`src/rtl/midi_framer_pkg.sv`:
```
// ============================================================================
// midi_framer_pkg : shared MIDI constants, event record and data-length helper
// Rev 1.0
// ============================================================================
`default_nettype none

package midi_framer_pkg;

   localparam logic [3:0] NOTE_OFF   = 4'h8;
   localparam logic [3:0] NOTE_ON    = 4'h9;
   localparam logic [3:0] POLY_AT    = 4'hA;
   localparam logic [3:0] CC         = 4'hB;
   localparam logic [3:0] PROG       = 4'hC;
   localparam logic [3:0] CHAN_AT    = 4'hD;
   localparam logic [3:0] PITCH_BEND = 4'hE;

   localparam logic [7:0] SYSEX_START  = 8'hF0;
   localparam logic [7:0] SYSEX_END    = 8'hF7;
   localparam logic [7:0] REALTIME_MIN = 8'hF8;

   localparam logic [1:0] ST_IDLE    = 2'd0;
   localparam logic [1:0] ST_WAIT_P1 = 2'd1;
   localparam logic [1:0] ST_WAIT_P2 = 2'd2;
   localparam logic [1:0] ST_SKIP    = 2'd3;

   typedef struct packed {
      logic [7:0] command;
      logic [6:0] p1;
      logic [6:0] p2;
   } midi_event_t;

   // Number of data bytes that follow a status byte (0 for SysEx/undefined/F6/F7).
   function automatic logic [1:0] data_length(input logic [7:0] status);
      logic [1:0] len;
      len = 2'd0;
      if (status[7:4] == PROG || status[7:4] == CHAN_AT)
         len = 2'd1;
      else if (status[7:4] == NOTE_OFF || status[7:4] == NOTE_ON || status[7:4] == POLY_AT ||
               status[7:4] == CC || status[7:4] == PITCH_BEND)
         len = 2'd2;
      else if (status == 8'hF1 || status == 8'hF3)
         len = 2'd1;
      else if (status == 8'hF2)
         len = 2'd2;
      return len;
   endfunction

endpackage

`default_nettype wire

```
`src/rtl/midi_event_fifo.sv`:
```
// ============================================================================
// midi_event_fifo : show-ahead event FIFO with level count and sticky overflow
// Rev 1.0
// ============================================================================
`default_nettype none

module midi_event_fifo
   import midi_framer_pkg::*;
#(
   parameter int DEPTH = 4,
   parameter int AW    = $clog2(DEPTH),
   parameter int LW    = $clog2(DEPTH) + 1
) (
   input  logic          clk,
   input  logic          resetn,
   input  logic          push,
   input  midi_event_t   push_event,
   input  logic          pop,
   output midi_event_t   head,
   output logic          valid,
   output logic [LW-1:0] level,
   output logic          overflow
);

   midi_event_t   mem [DEPTH];
   logic [AW-1:0] wr_ptr;
   logic [AW-1:0] rd_ptr;
   logic          full;
   logic          do_pop;
   logic          do_push;

   assign valid   = (level != '0);
   assign full    = (level == LW'(DEPTH));
   assign do_pop  = pop && valid;
   // A pop on the same edge frees the slot, so a full FIFO still accepts the push.
   assign do_push = push && (!full || do_pop);
   assign head    = mem[rd_ptr];

   always_ff @(posedge clk or negedge resetn) begin
      if (!resetn) begin
         for (int i = 0; i < DEPTH; i++)
            mem[i] <= '0;
         wr_ptr   <= '0;
         rd_ptr   <= '0;
         level    <= '0;
         overflow <= 1'b0;
      end else begin
         if (do_push) begin
            mem[wr_ptr] <= push_event;
            wr_ptr      <= wr_ptr + AW'(1);
         end
         if (do_pop)
            rd_ptr <= rd_ptr + AW'(1);
         if (do_push && !do_pop)
            level <= level + LW'(1);
         else if (do_pop && !do_push)
            level <= level - LW'(1);
         if (push && !do_push)
            overflow <= 1'b1;
      end
   end

endmodule

`default_nettype wire

```
`src/rtl/midi_framer.sv`:
```
// ============================================================================
// midi_framer : MIDI byte stream parser producing buffered channel-voice events
// Rev 1.0
// ============================================================================
`default_nettype none

module midi_framer
   import midi_framer_pkg::*;
#(
   parameter int FIFO_DEPTH      = 4,
   parameter bit VEL0_TO_NOTEOFF = 1'b1
) (
   input  logic                        clk,
   input  logic                        resetn,
   input  logic                        byte_valid,
   input  logic [7:0]                  byte_data,
   output logic                        midi_event_valid,
   output logic [7:0]                  midi_command,
   output logic [6:0]                  midi_parameter_1,
   output logic [6:0]                  midi_parameter_2,
   input  logic                        midi_event_ack,
   output logic                        overflow,
   output logic [$clog2(FIFO_DEPTH):0] fifo_level
);

   logic [1:0]  state, state_next;
   logic [7:0]  run_status, run_status_next;
   logic [6:0]  p1_q, p1_next;
   logic [1:0]  skip_cnt, skip_cnt_next;
   logic        skip_forever, skip_forever_next;
   logic        is_data, is_chan_status, is_sys_status;
   logic        emit;
   midi_event_t emit_event;
   midi_event_t head;

   assign is_data        = !byte_data[7];
   assign is_chan_status = byte_data[7] && (byte_data[7:4] != 4'hF);
   assign is_sys_status  = (byte_data[7:4] == 4'hF) && (byte_data < REALTIME_MIN);

   always_ff @(posedge clk or negedge resetn) begin
      if (!resetn) begin
         state        <= ST_IDLE;
         run_status   <= '0;
         p1_q         <= '0;
         skip_cnt     <= '0;
         skip_forever <= 1'b0;
      end else begin
         state        <= state_next;
         run_status   <= run_status_next;
         p1_q         <= p1_next;
         skip_cnt     <= skip_cnt_next;
         skip_forever <= skip_forever_next;
      end
   end

   // Real-time bytes fall through every branch below and so disturb nothing.
   always_comb begin
      state_next        = state;
      run_status_next   = run_status;
      p1_next           = p1_q;
      skip_cnt_next     = skip_cnt;
      skip_forever_next = skip_forever;
      if (byte_valid) begin
         if (is_chan_status) begin
            run_status_next = byte_data;
            state_next      = ST_WAIT_P1;
         end else if (is_sys_status) begin
            run_status_next   = '0;
            skip_forever_next = (byte_data == SYSEX_START);
            skip_cnt_next     = data_length(byte_data);
            if (byte_data == SYSEX_START)
               state_next = ST_SKIP;
            else if (byte_data == SYSEX_END || data_length(byte_data) == 2'd0)
               state_next = ST_IDLE;
            else
               state_next = ST_SKIP;
         end else if (is_data) begin
            case (state)
               ST_WAIT_P1: begin
                  p1_next = byte_data[6:0];
                  if (data_length(run_status) == 2'd2)
                     state_next = ST_WAIT_P2;
               end
               ST_WAIT_P2: state_next = ST_WAIT_P1;
               ST_SKIP: begin
                  if (!skip_forever) begin
                     skip_cnt_next = skip_cnt - 2'd1;
                     if (skip_cnt == 2'd1)
                        state_next = ST_IDLE;
                  end
               end
               default: ;
            endcase
         end
      end
   end

   always_comb begin
      emit       = 1'b0;
      emit_event = '0;
      if (byte_valid && is_data) begin
         if (state == ST_WAIT_P1 && data_length(run_status) == 2'd1) begin
            emit               = 1'b1;
            emit_event.command = run_status;
            emit_event.p1      = byte_data[6:0];
            emit_event.p2      = 7'd0;
         end else if (state == ST_WAIT_P2) begin
            emit               = 1'b1;
            emit_event.command = run_status;
            emit_event.p1      = p1_q;
            emit_event.p2      = byte_data[6:0];
            if (VEL0_TO_NOTEOFF && run_status[7:4] == NOTE_ON && byte_data[6:0] == 7'd0) begin
               emit_event.command = {NOTE_OFF, run_status[3:0]};
               emit_event.p2      = 7'h40;
            end
         end
      end
   end

   midi_event_fifo #(
      .DEPTH (FIFO_DEPTH)
   ) u_fifo (
      .clk        (clk),
      .resetn     (resetn),
      .push       (emit),
      .push_event (emit_event),
      .pop        (midi_event_ack),
      .head       (head),
      .valid      (midi_event_valid),
      .level      (fifo_level),
      .overflow   (overflow)
   );

   assign midi_command     = head.command;
   assign midi_parameter_1 = head.p1;
   assign midi_parameter_2 = head.p2;

endmodule

`default_nettype wire

```
`config.mk`:
```
export PLATFORM = sky130hd
export DESIGN_NAME = midi_framer
export DESIGN_NICKNAME = d
export VERILOG_FILES = /design/src/rtl/midi_framer_pkg.sv /design/src/rtl/midi_event_fifo.sv /design/src/rtl/midi_framer.sv
export SDC_FILE = /design/constraint.sdc
export NUM_CORES = 1
export LEC_CHECK = 0
export CELL_PAD_IN_SITES_DETAIL_PLACEMENT = 1
export CELL_PAD_IN_SITES_GLOBAL_PLACEMENT = 1
export CORE_ASPECT_RATIO = 0.9
export CORE_MARGIN = 2
export CORE_UTILIZATION = 25
export CTS_CLUSTER_DIAMETER = 30
export DETAILED_ROUTE_END_ITERATION = 10
export DONT_BUFFER_PORTS = 1
export PLACE_DENSITY = 0.47
export RECOVER_POWER = 100
export SYNTH_ARGS = -nofsm -noshare
export SYNTH_HDL_FRONTEND = slang
export SYNTH_SLANG_ARGS = --single-unit
```
`constraint.sdc`:
```
create_clock -name clk -period 2.9 [get_ports clk]
set_input_delay 0.58 -clock clk [delete_from_list [all_inputs] [get_ports clk]]
set_output_delay 0.58 -clock clk [all_outputs]
set_load 0.02 [all_outputs]
```
==> flow_summary.ini, run 1 <==
[synth]
yosysWarnings = 0
netlist_area_um2 = 5790
avgSynthCellArea_um2 = 15.4
synth_cells = 377
yosys_most_used_dff = dfrtp_1
synth_edf_count = 0
yosysUniqueCellTypes = 46
synth_fp_nets = 399
synth-seq-cells = 116
ys_async_sr_fraction_pct = 100
seq_area_frac_synth_pct = 50.1

[setup_path]
rr_worst_depth = 9
criticalPathCategory = reg -> out
endpoint_kind = output port
r2r_end = u_fifo.mem[33]
cp.required_ns = 2.32
r2r_start = state[1]
crit_arrival_ns = 2.02
crit_path_start_kind = register
path_max_fanout = 22
rrSetupSlack_ns = 0.39

[sta]
slew_headroom_pct = 57.5
setup_viol = 0
skew_ns = 0.0105
tightest_slew_ns = 0.630
fmax_ghz = 0.385
fin_crit_ns = 2.60
drv_slew = 0
final.setup.tns_ns = 0
min_period_over_period_pct = 89.5
finalHoldViolCount = 116
holdWs_ns = -0.142
rsz0062_at_grt = no

[power]
p_sw_uw = 1850
clock_power_share_pct = 33.2
p_per_area_nw_per_um2 = 929
p_comb_share_pct = 25.8
power_frac_seq_pct = 40.9
p_leak_uw = 0.00291
intPower_uw = 4030
irDropWorstVdd_mv = 0.439
p_sw_share_pct = 31.4

[placement]
place_hpwl_um = 9030
port_buffers = 0
gp_congestion = 0.722
dp.cells = 657

[routing]
vias = 3110
drc = 0
wirelength_um = 13800
viasPerCell = 4.53
drtAntennaViolNets = 0
wl_per_cell_um = 20.1
drt-pass1-iter-count = 4
drtIter0Drc = 151

[floorplan]
die_width_um = 164
core_um2 = 22600
start_util_pct = 25.6
ios = 39
dieArea_um2 = 24400
core.rowCount = 52
die_y_um = 148

[layout]
final_core_util_pct = 28.0
n_fill_cell = 2427
seq_area_um2 = 2900
multi_input_area_um2 = 2390
final_cells = 686
num-nets-final = 401
final_common_cell = dfrtp_1
antenna_cells = 0
final_cell_mix = dfrtp_1 (115), mux2_1 (92), mux4_2 (22), nand2_1 (22), clkbuf_16 (17)
syn2layout_area_growth_pct = 9.31
drive_gt1_share_pct = 17.5

[clock_tree]
cts_buffers = 17
cts_tree = done
clkSinkCount = 116
clkSlewWorstSetupHoldPaths_ns = 0.06
clk_path_buf_depth = 2
worstSkewPairLatency_ns = 0.42
cts_max_level = 4
cts_setup_buffers = 0
root_buffer = clkbuf_16
cts_resized = 0

[run_status]
violations = hold timing
status = complete, but fails checks

[global_route]
grtUsageTotal_pct = 12.6
grt_use_met2_pct = 19.3
grt_max_degree = 117
met3_usage_pct = 3.63
first_global_vias = 3601
overflow = 0
grtUsageMet1_pct = 17.2
antenna_found_initial = 0
grt.busiest_layer = met2
grt_pass1_wl_um = 22900

[hold_path]
hold_class = in -> async

[flow_run]
cap_violations = 0
registers in the layout, indices dropped and copies added, names as in the netlist:
name	cells
run_status	8
state	2
skip_forever	1
u_fifo.level	3
u_fifo.overflow	1
u_fifo.rd_ptr	2
u_fifo.wr_ptr	2
u_fifo.mem	88
skip_cnt	2
p1_q	7
synthesized netlist by cell type, drive strengths merged, types with 4 or more instances:
library cell  count  area share [%]
dfrtp           116              50
and2             11             1.4
nor2              4            0.26
mux2            100              25
mux4             22             8.6
buf              18             2.9
clkbuf            7            0.45
inv               8            0.52
nand2            22             1.4
xnor2             4            0.60
a22o              7             1.1
nand3b            4            0.52
o21ai            11            0.95
ha                9             1.9
layer usage:
| metal | share of wire (%) | up-vias |
|---|---|---|
| met2 | 47 | 47 |
| met4 | 1.5 | 0 |
| met3 | 4.1 | 16 |
| met5 | 0 | - |
| met1 | 47 | 1677 |
| li1 | - | 1370 |
cell type report:
cell class	instances	share of cell area, %
Clock buffer	24	7.77
Clock inverter	5	0.830
Inverter	8	0.474
Multi-Input combinational cell	228	37.7
Sequential cell	116	45.9
Tap cell	297	5.87
Timing Repair Buffer	8	1.48
worst max path at each step:
stage               cells after the start                  end             start
global placement                        7       u_fifo.mem[31]        byte_valid
global route                            2  midi_parameter_2[1]  u_fifo.rd_ptr[0]
finish                                  2  midi_parameter_2[1]  u_fifo.rd_ptr[0]
floorplan                               7      u_fifo.level[1]    midi_event_ack
detailed placement                      9      u_fifo.level[2]        byte_valid
CTS                                    11      u_fifo.level[2]          state[1]
critical path, cell delays in order, from the launching register on:
cell and delay (ns):
dfrtp_2 0.38, clkbuf_4 0.52, mux4_2 0.68
cells by family (layout without fill, tap and decap cells):
family | after synthesis | in the layout | synth area share (%)
compound gates | 31 | 31 | 3.85
xor+xnor | 6 | 6 | 0.908
fa+ha+maj | 10 | 10 | 2.29
buf+inv | 33 | 45 | 3.89
flops | 116 | 116 | 50.1
mux | 122 | 122 | 33.2
simple gates | 59 | 59 | 5.75
per-stage QoR:
| stage | hold slack, ns | total power [uW] | area [um2] | worst slack (ns) |
|---|---|---|---|---|
| 3_5_place_dp | 0.288 | 4260 | 6080 | 0.383 |
| 4_1_cts | -0.159 | 6270 | 6620 | 0.474 |
| 3_3_place_gp | 0.288 | 4190 | 6080 | 0.447 |
| 6_report | -0.142 | 5880 | 6330 | 0.303 |
| 5_1_grt | -0.165 | 6260 | 6330 | 0.174 |
| 2_1_floorplan | 0.284 | 3800 | 5790 | 0.522 |
power by group through the flow:
stage               clock network, uW  logic (uW)  registers, uW
floorplan                           0        1480           2320
global placement                    0        1770           2430
detailed placement                  0        1800           2460
CTS                              2020        1810           2440
global route                     2090        1690           2480
finish                           1950        1520           2410
(Power assumes the default switching activity.)
==> run 2, diff against run 1 <==
--- a/config.mk
+++ b/config.mk
@@ -13,6 +13,7 @@
 export CTS_CLUSTER_DIAMETER = 30
 export DETAILED_ROUTE_END_ITERATION = 10
 export DONT_BUFFER_PORTS = 1
+export HOLD_SLACK_MARGIN = 0.12
 export PLACE_DENSITY = 0.47
 export RECOVER_POWER = 100
 export SYNTH_ARGS = -nofsm -noshare
==> constraint.sdc (replaced) <==
create_clock -name clk -period 2.65 [get_ports clk]
set_input_delay 0.53 -clock clk [delete_from_list [all_inputs] [get_ports clk]]
set_output_delay 0.53 -clock clk [all_outputs]
set_load 0.02 [all_outputs]
==> run 2 against run 1 <==
  * Largest power group unchanged
  * Die area is the same
  * First-iteration DRC count grew 1.3%
  * Sequential power grew 12%
  * Global-route usage shrank 0.071 points
  * Highest routed layer unchanged
  * Setup slack lost 0.14 ns
  * Cell area grew 1.8%
  * The run still ends with hold timing left
  * Utilization grew 0.50 points
  * Clock power grew 27%
  * Worst hold slack lost 0.055 ns
==> flow_summary.ini, run 2 (synthesis results as in run 1) <==
[sta]
setup_slack_ns = 0.163
tightest_slew_ns = 0.756
skew_ns = 0.0105
setup_viol = 0
final.setup.tns_ns = 0
fin_crit_ns = 2.49
holdWs_ns = -0.198
fmax_ghz = 0.402
slew_headroom_pct = 49.6
finalHoldViolCount = 116
min_period_over_period_pct = 93.8
drv_slew = 0
rsz0062_at_grt = no

[setup_path]
endpoint_kind = output port
slowest_stage = dfrtp_2
criticalPathCategory = reg -> out
path_max_fanout = 14
crit_path_start_kind = register
cp.required_ns = 2.12
path_cells = buf_12, mux4_2
cpLargestDelayFamily = flip-flops
crit_arrival_ns = 1.96
crit_buf_inv = 1
critPathMaxStageDelay_ns = 0.66

[routing]
drtAntennaViolNets = 0
drt-pass1-iter-count = 4
vias = 3126
viasPerCell = 4.52
wirelength_um = 14100
drtIter0Drc = 153
wl_per_cell_um = 20.3
drc = 0

[global_route]
grt_pass1_wl_um = 22700
overflow = 0
grtUsageTotal_pct = 12.6
grt_max_degree = 117
first_global_vias = 3620
antenna_found_initial = 0

[placement]
place_hpwl_um = 9170
dp.cells = 661
gp_congestion = 0.732
port_buffers = 0
post-place-ws_ns = 0.203

[clock_tree]
cts_setup_buffers = 0
worstSkewPairLatency_ns = 0.42
cts_max_level = 4
cts_buffers = 17
clkSinkCount = 116
root_buffer = clkbuf_16
cts_tree = done
clkSlewWorstSetupHoldPaths_ns = 0.06
clk_path_buf_depth = 2

[layout]
largest_register_ffs = 88
reg_top3 = u_fifo.mem (88), run_status (8), p1_q (7)
syn2layout_area_growth_pct = 11.3
final_cells = 692
final_cell_mix = dfrtp_1 (115), mux2_1 (91), mux4_2 (22), nand2_1 (22), clkbuf_16 (17)
final_common_cell = dfrtp_1
antenna_cells = 0
drive_gt1_share_pct = 19.2
largest-register = u_fifo.mem
num-nets-final = 405

[run_status]
violations = hold timing
status = complete, but fails checks

[floorplan]
ios = 39
dieArea_um2 = 24400
core_um2 = 22600
core.rowCount = 52
die_width_um = 164
start_util_pct = 25.6
die_y_um = 148

[power]
p_per_area_nw_per_um2 = 1060
p_leak_uw = 0.00296
irDropWorstVdd_mv = 0.494
total_power_uw = 6810

[flow_run]
cap_violations = 0

[hold_path]
hold_class = in -> async
==> run 2: changes by cell type in the layout (fill, tap and decap cells not counted), sizes merged <==
cell    before  now
clkinv       3    4
clkbuf      26   24
buf          6   10
bufinv       1    4
==> run 2: through the flow <==
step                utilization, %  hold WS, ns  area [um2]
finish                        28.5       -0.198        6440
floorplan                        -        0.234        5790
global placement              26.9        0.237        6100
global route                  28.5       -0.215        6440
CTS                           29.7       -0.211        6720
detailed placement            26.9        0.238        6100
==> run 2: path summary, 6_finish.rpt <==
kind / start / end / slack [ns] / depth (start not counted)
max: u_fifo.rd_ptr[0] / midi_parameter_2[1] / 0.16 / 2
min: resetn / u_fifo.mem[75] / -0.20 / 0
max reg2reg: state[1] / u_fifo.level[2] / 0.25 / 11
min reg2reg: u_fifo.mem[36] / u_fifo.mem[36] / 0.48 / 1
max in group asynchronous: resetn / u_fifo.rd_ptr[0] / 2.67 / 0
min in group clk: byte_data[1] / run_status[1] / 0.25 / 1
==> run 2: power by group <==
group / switching (uW) / internal, uW
combinational: 838 / 812
clock: 831 / 1640
sequential: 425 / 2270
==> run 2: layout make-up <==
| cell class | instances | area, um2 |
|---|---|---|
| Inverter | 8 | 30.0 |
| Sequential cell | 116 | 2900 |
| Clock buffer | 22 | 474 |
| Clock inverter | 9 | 151 |
| Tap cell | 297 | 372 |
| Multi-Input combinational cell | 228 | 2390 |
| Fill cell | 2419 | 16200 |
| Timing Repair Buffer | 12 | 120 |
==> run 2: per-layer routing <==
layer	share of wire (%)	GRT usage (%)
met1	48	16.7
met2	47	19.7
met3	4.4	3.60
met4	1.2	4.00
met5	0	0
==> run 2: what timing repair did <==
action / CTS / global route
endpoints found under the setup margin: 0 / 0
hold endpoints to repair: 116 / 116
gates resized for setup: 0 / 0
==> run 3, diff against run 2 <==
--- a/config.mk
+++ b/config.mk
@@ -5,12 +5,12 @@
 export SDC_FILE = /design/constraint.sdc
 export NUM_CORES = 1
 export LEC_CHECK = 0
+export CAP_MARGIN = 15
 export CELL_PAD_IN_SITES_DETAIL_PLACEMENT = 1
 export CELL_PAD_IN_SITES_GLOBAL_PLACEMENT = 1
 export CORE_ASPECT_RATIO = 0.9
 export CORE_MARGIN = 2
 export CORE_UTILIZATION = 25
-export CTS_CLUSTER_DIAMETER = 30
 export DETAILED_ROUTE_END_ITERATION = 10
 export DONT_BUFFER_PORTS = 1
 export HOLD_SLACK_MARGIN = 0.12
==> constraint.sdc (replaced) <==
create_clock -name clk -period 3 [get_ports clk]
set_input_delay 0.6 -clock clk [delete_from_list [all_inputs] [get_ports clk]]
set_output_delay 0.6 -clock clk [all_outputs]
set_load 0.02 [all_outputs]
==> run 3 against run 2 <==
  * The flow still finishes with violations (hold timing)
  * Highest routed layer unchanged
  * Worst hold slack better by 0.071 ns
  * Critical path type unchanged
  * Flip-flop and latch count unchanged
  * Sequential power down 10%
  * Largest cell class unchanged
  * Die area unchanged
  * Wire length up 1.1%
  * First-iteration DRC count up 18%
  * Register-to-register slack better by 0.03 ns
  * Total power down 13%
==> flow_summary.ini, run 3 (synthesis results as in run 1) <==
[setup_path]
endpoint = midi_parameter_1[6]
criticalPathCategory = reg -> out
path_cells = buf_12, mux4_2
critPathMaxStageDelay_ns = 0.81
r2r_end = u_fifo.mem[71]
crit_start = u_fifo.rd_ptr[0]
rrSetupSlack_ns = 0.28
crit_arrival_ns = 2.14
path_max_fanout = 16
cp.required_ns = 2.40
endpoint_kind = output port
rr_worst_depth = 9
slowest_stage = dfrtp_1
r2r_start = state[0]
crit_path_start_kind = register

[layout]
final_cell_mix = dfrtp_1 (116), mux2_1 (71), mux2_4 (28)
multi_input_area_um2 = 2460
seq_area_um2 = 2900
final_common_cell = dfrtp_1
largest_register_ffs = 88
syn2layout_area_growth_pct = 11.4
num-nets-final = 402
largest-register = u_fifo.mem
fin_area_um2 = 6450
drive_gt1_share_pct = 23.3
reg_top3 = u_fifo.mem (88), run_status (8), p1_q (7)
n_fill_cell = 2424
antenna_cells = 0

[placement]
gp_congestion = 0.712
port_buffers = 0
place_area_um2 = 6110
place_hpwl_um = 9520

[routing]
viasPerCell = 4.60
wirelength_um = 14200
drc = 0
drt-pass1-iter-count = 6
drtAntennaViolNets = 0
vias = 3164
wl_per_cell_um = 20.7
drtIter0Drc = 181

[power]
irDropWorstVdd_mv = 0.401
p_per_area_nw_per_um2 = 923
p_leak_uw = 0.00293

[floorplan]
core.rowCount = 52
core_um2 = 22600
dieArea_um2 = 24400
ios = 39
die_y_um = 148
die_width_um = 164
start_util_pct = 25.6

[sta]
drv_slew = 0
fmax_ghz = 0.365
setup_viol = 0
skew_ns = 0.0142
tightest_slew_ns = 0.777
fin_crit_ns = 2.74
min_period_over_period_pct = 91.4
holdWs_ns = -0.126
rsz0062_at_grt = no
finalHoldViolCount = 116
slew_headroom_pct = 47.8
final.setup.tns_ns = 0

[global_route]
grt_max_degree = 117
first_global_vias = 3669
grt_pass1_wl_um = 22800
grtUsageTotal_pct = 12.9
overflow = 0
antenna_found_initial = 0

[clock_tree]
root_buffer = clkbuf_16
clkSlewWorstSetupHoldPaths_ns = 0.05
clk_path_buf_depth = 2
cts_resized = 0
cts_max_level = 4
cts_buffers = 17
clkSinkCount = 116
cts_tree = done
worstSkewPairLatency_ns = 0.42
cts_setup_buffers = 0

[run_status]
violations = hold timing
status = complete, but fails checks

[hold_path]
hold_class = in -> async

[flow_run]
cap_violations = 0
==> run 3: cell types whose count changed in the layout (fill, tap and decap cells not counted), moves of 2 or more <==
cell and change:
and2_0 -6, and2_1 +6, buf_4 -5, clkbuf_4 +2
clkinvlp_4 +2, mux2_1 -20, mux2_4 +20
==> run 3: stage by stage <==
stage	total power [uW]	utilization, %	std cells	setup slack, ns
detailed placement	4150	27.0	658	0.371
global placement	4070	27.0	658	0.404
floorplan	3670	-	377	0.602
finish	5950	28.5	688	0.258
CTS	6260	29.6	688	0.348
global route	6290	28.5	688	0.0744
==> run 3: how the worst min path moves through the flow <==
stage | slack (ns) | end | cells past startpoint
2_1_floorplan | 0.30 | p1_q[0] | 0
3_5_place_dp | 0.31 | u_fifo.mem[53] | 0
6_report | -0.13 | u_fifo.mem[9] | 0
5_1_grt | -0.15 | u_fifo.mem[53] | 0
4_1_cts | -0.15 | u_fifo.mem[53] | 0
3_3_place_gp | 0.31 | u_fifo.mem[75] | 0
==> run 3: power breakdown <==
part           internal (uW)  switching [uW]
combinational            758             724
clock                   1330             731
sequential              2000             407
==> run 3: area by class of cell <==
type,count,share of cell area (%)
Inverter,8,0.466
Clock buffer,20,7.08
Multi-Input combinational cell,228,38.1
Tap cell,297,5.76
Sequential cell,116,45.0
Timing Repair Buffer,9,1.51
Clock inverter,10,2.06
==> run 3: worst max-delay path: cells and delay by family (launching register included) <==
family | cells | cell delay (ns)
buffers and inverters | 1 | 0.28
DFF | 1 | 0.81
muxes | 1 | 0.62
==> run 3: per-layer routing <==
metal | GRT usage, % | vias to the layer above | routed length, um | share of wire [%]
met2 | 20.3 | 54 | 6870 | 48
met4 | 5.13 | 0 | 169 | 1.2
li1 | - | 1370 | - | -
met5 | 0 | - | 0 | 0
met3 | 3.43 | 18 | 545 | 3.8
met1 | 16.8 | 1722 | 6650 | 47
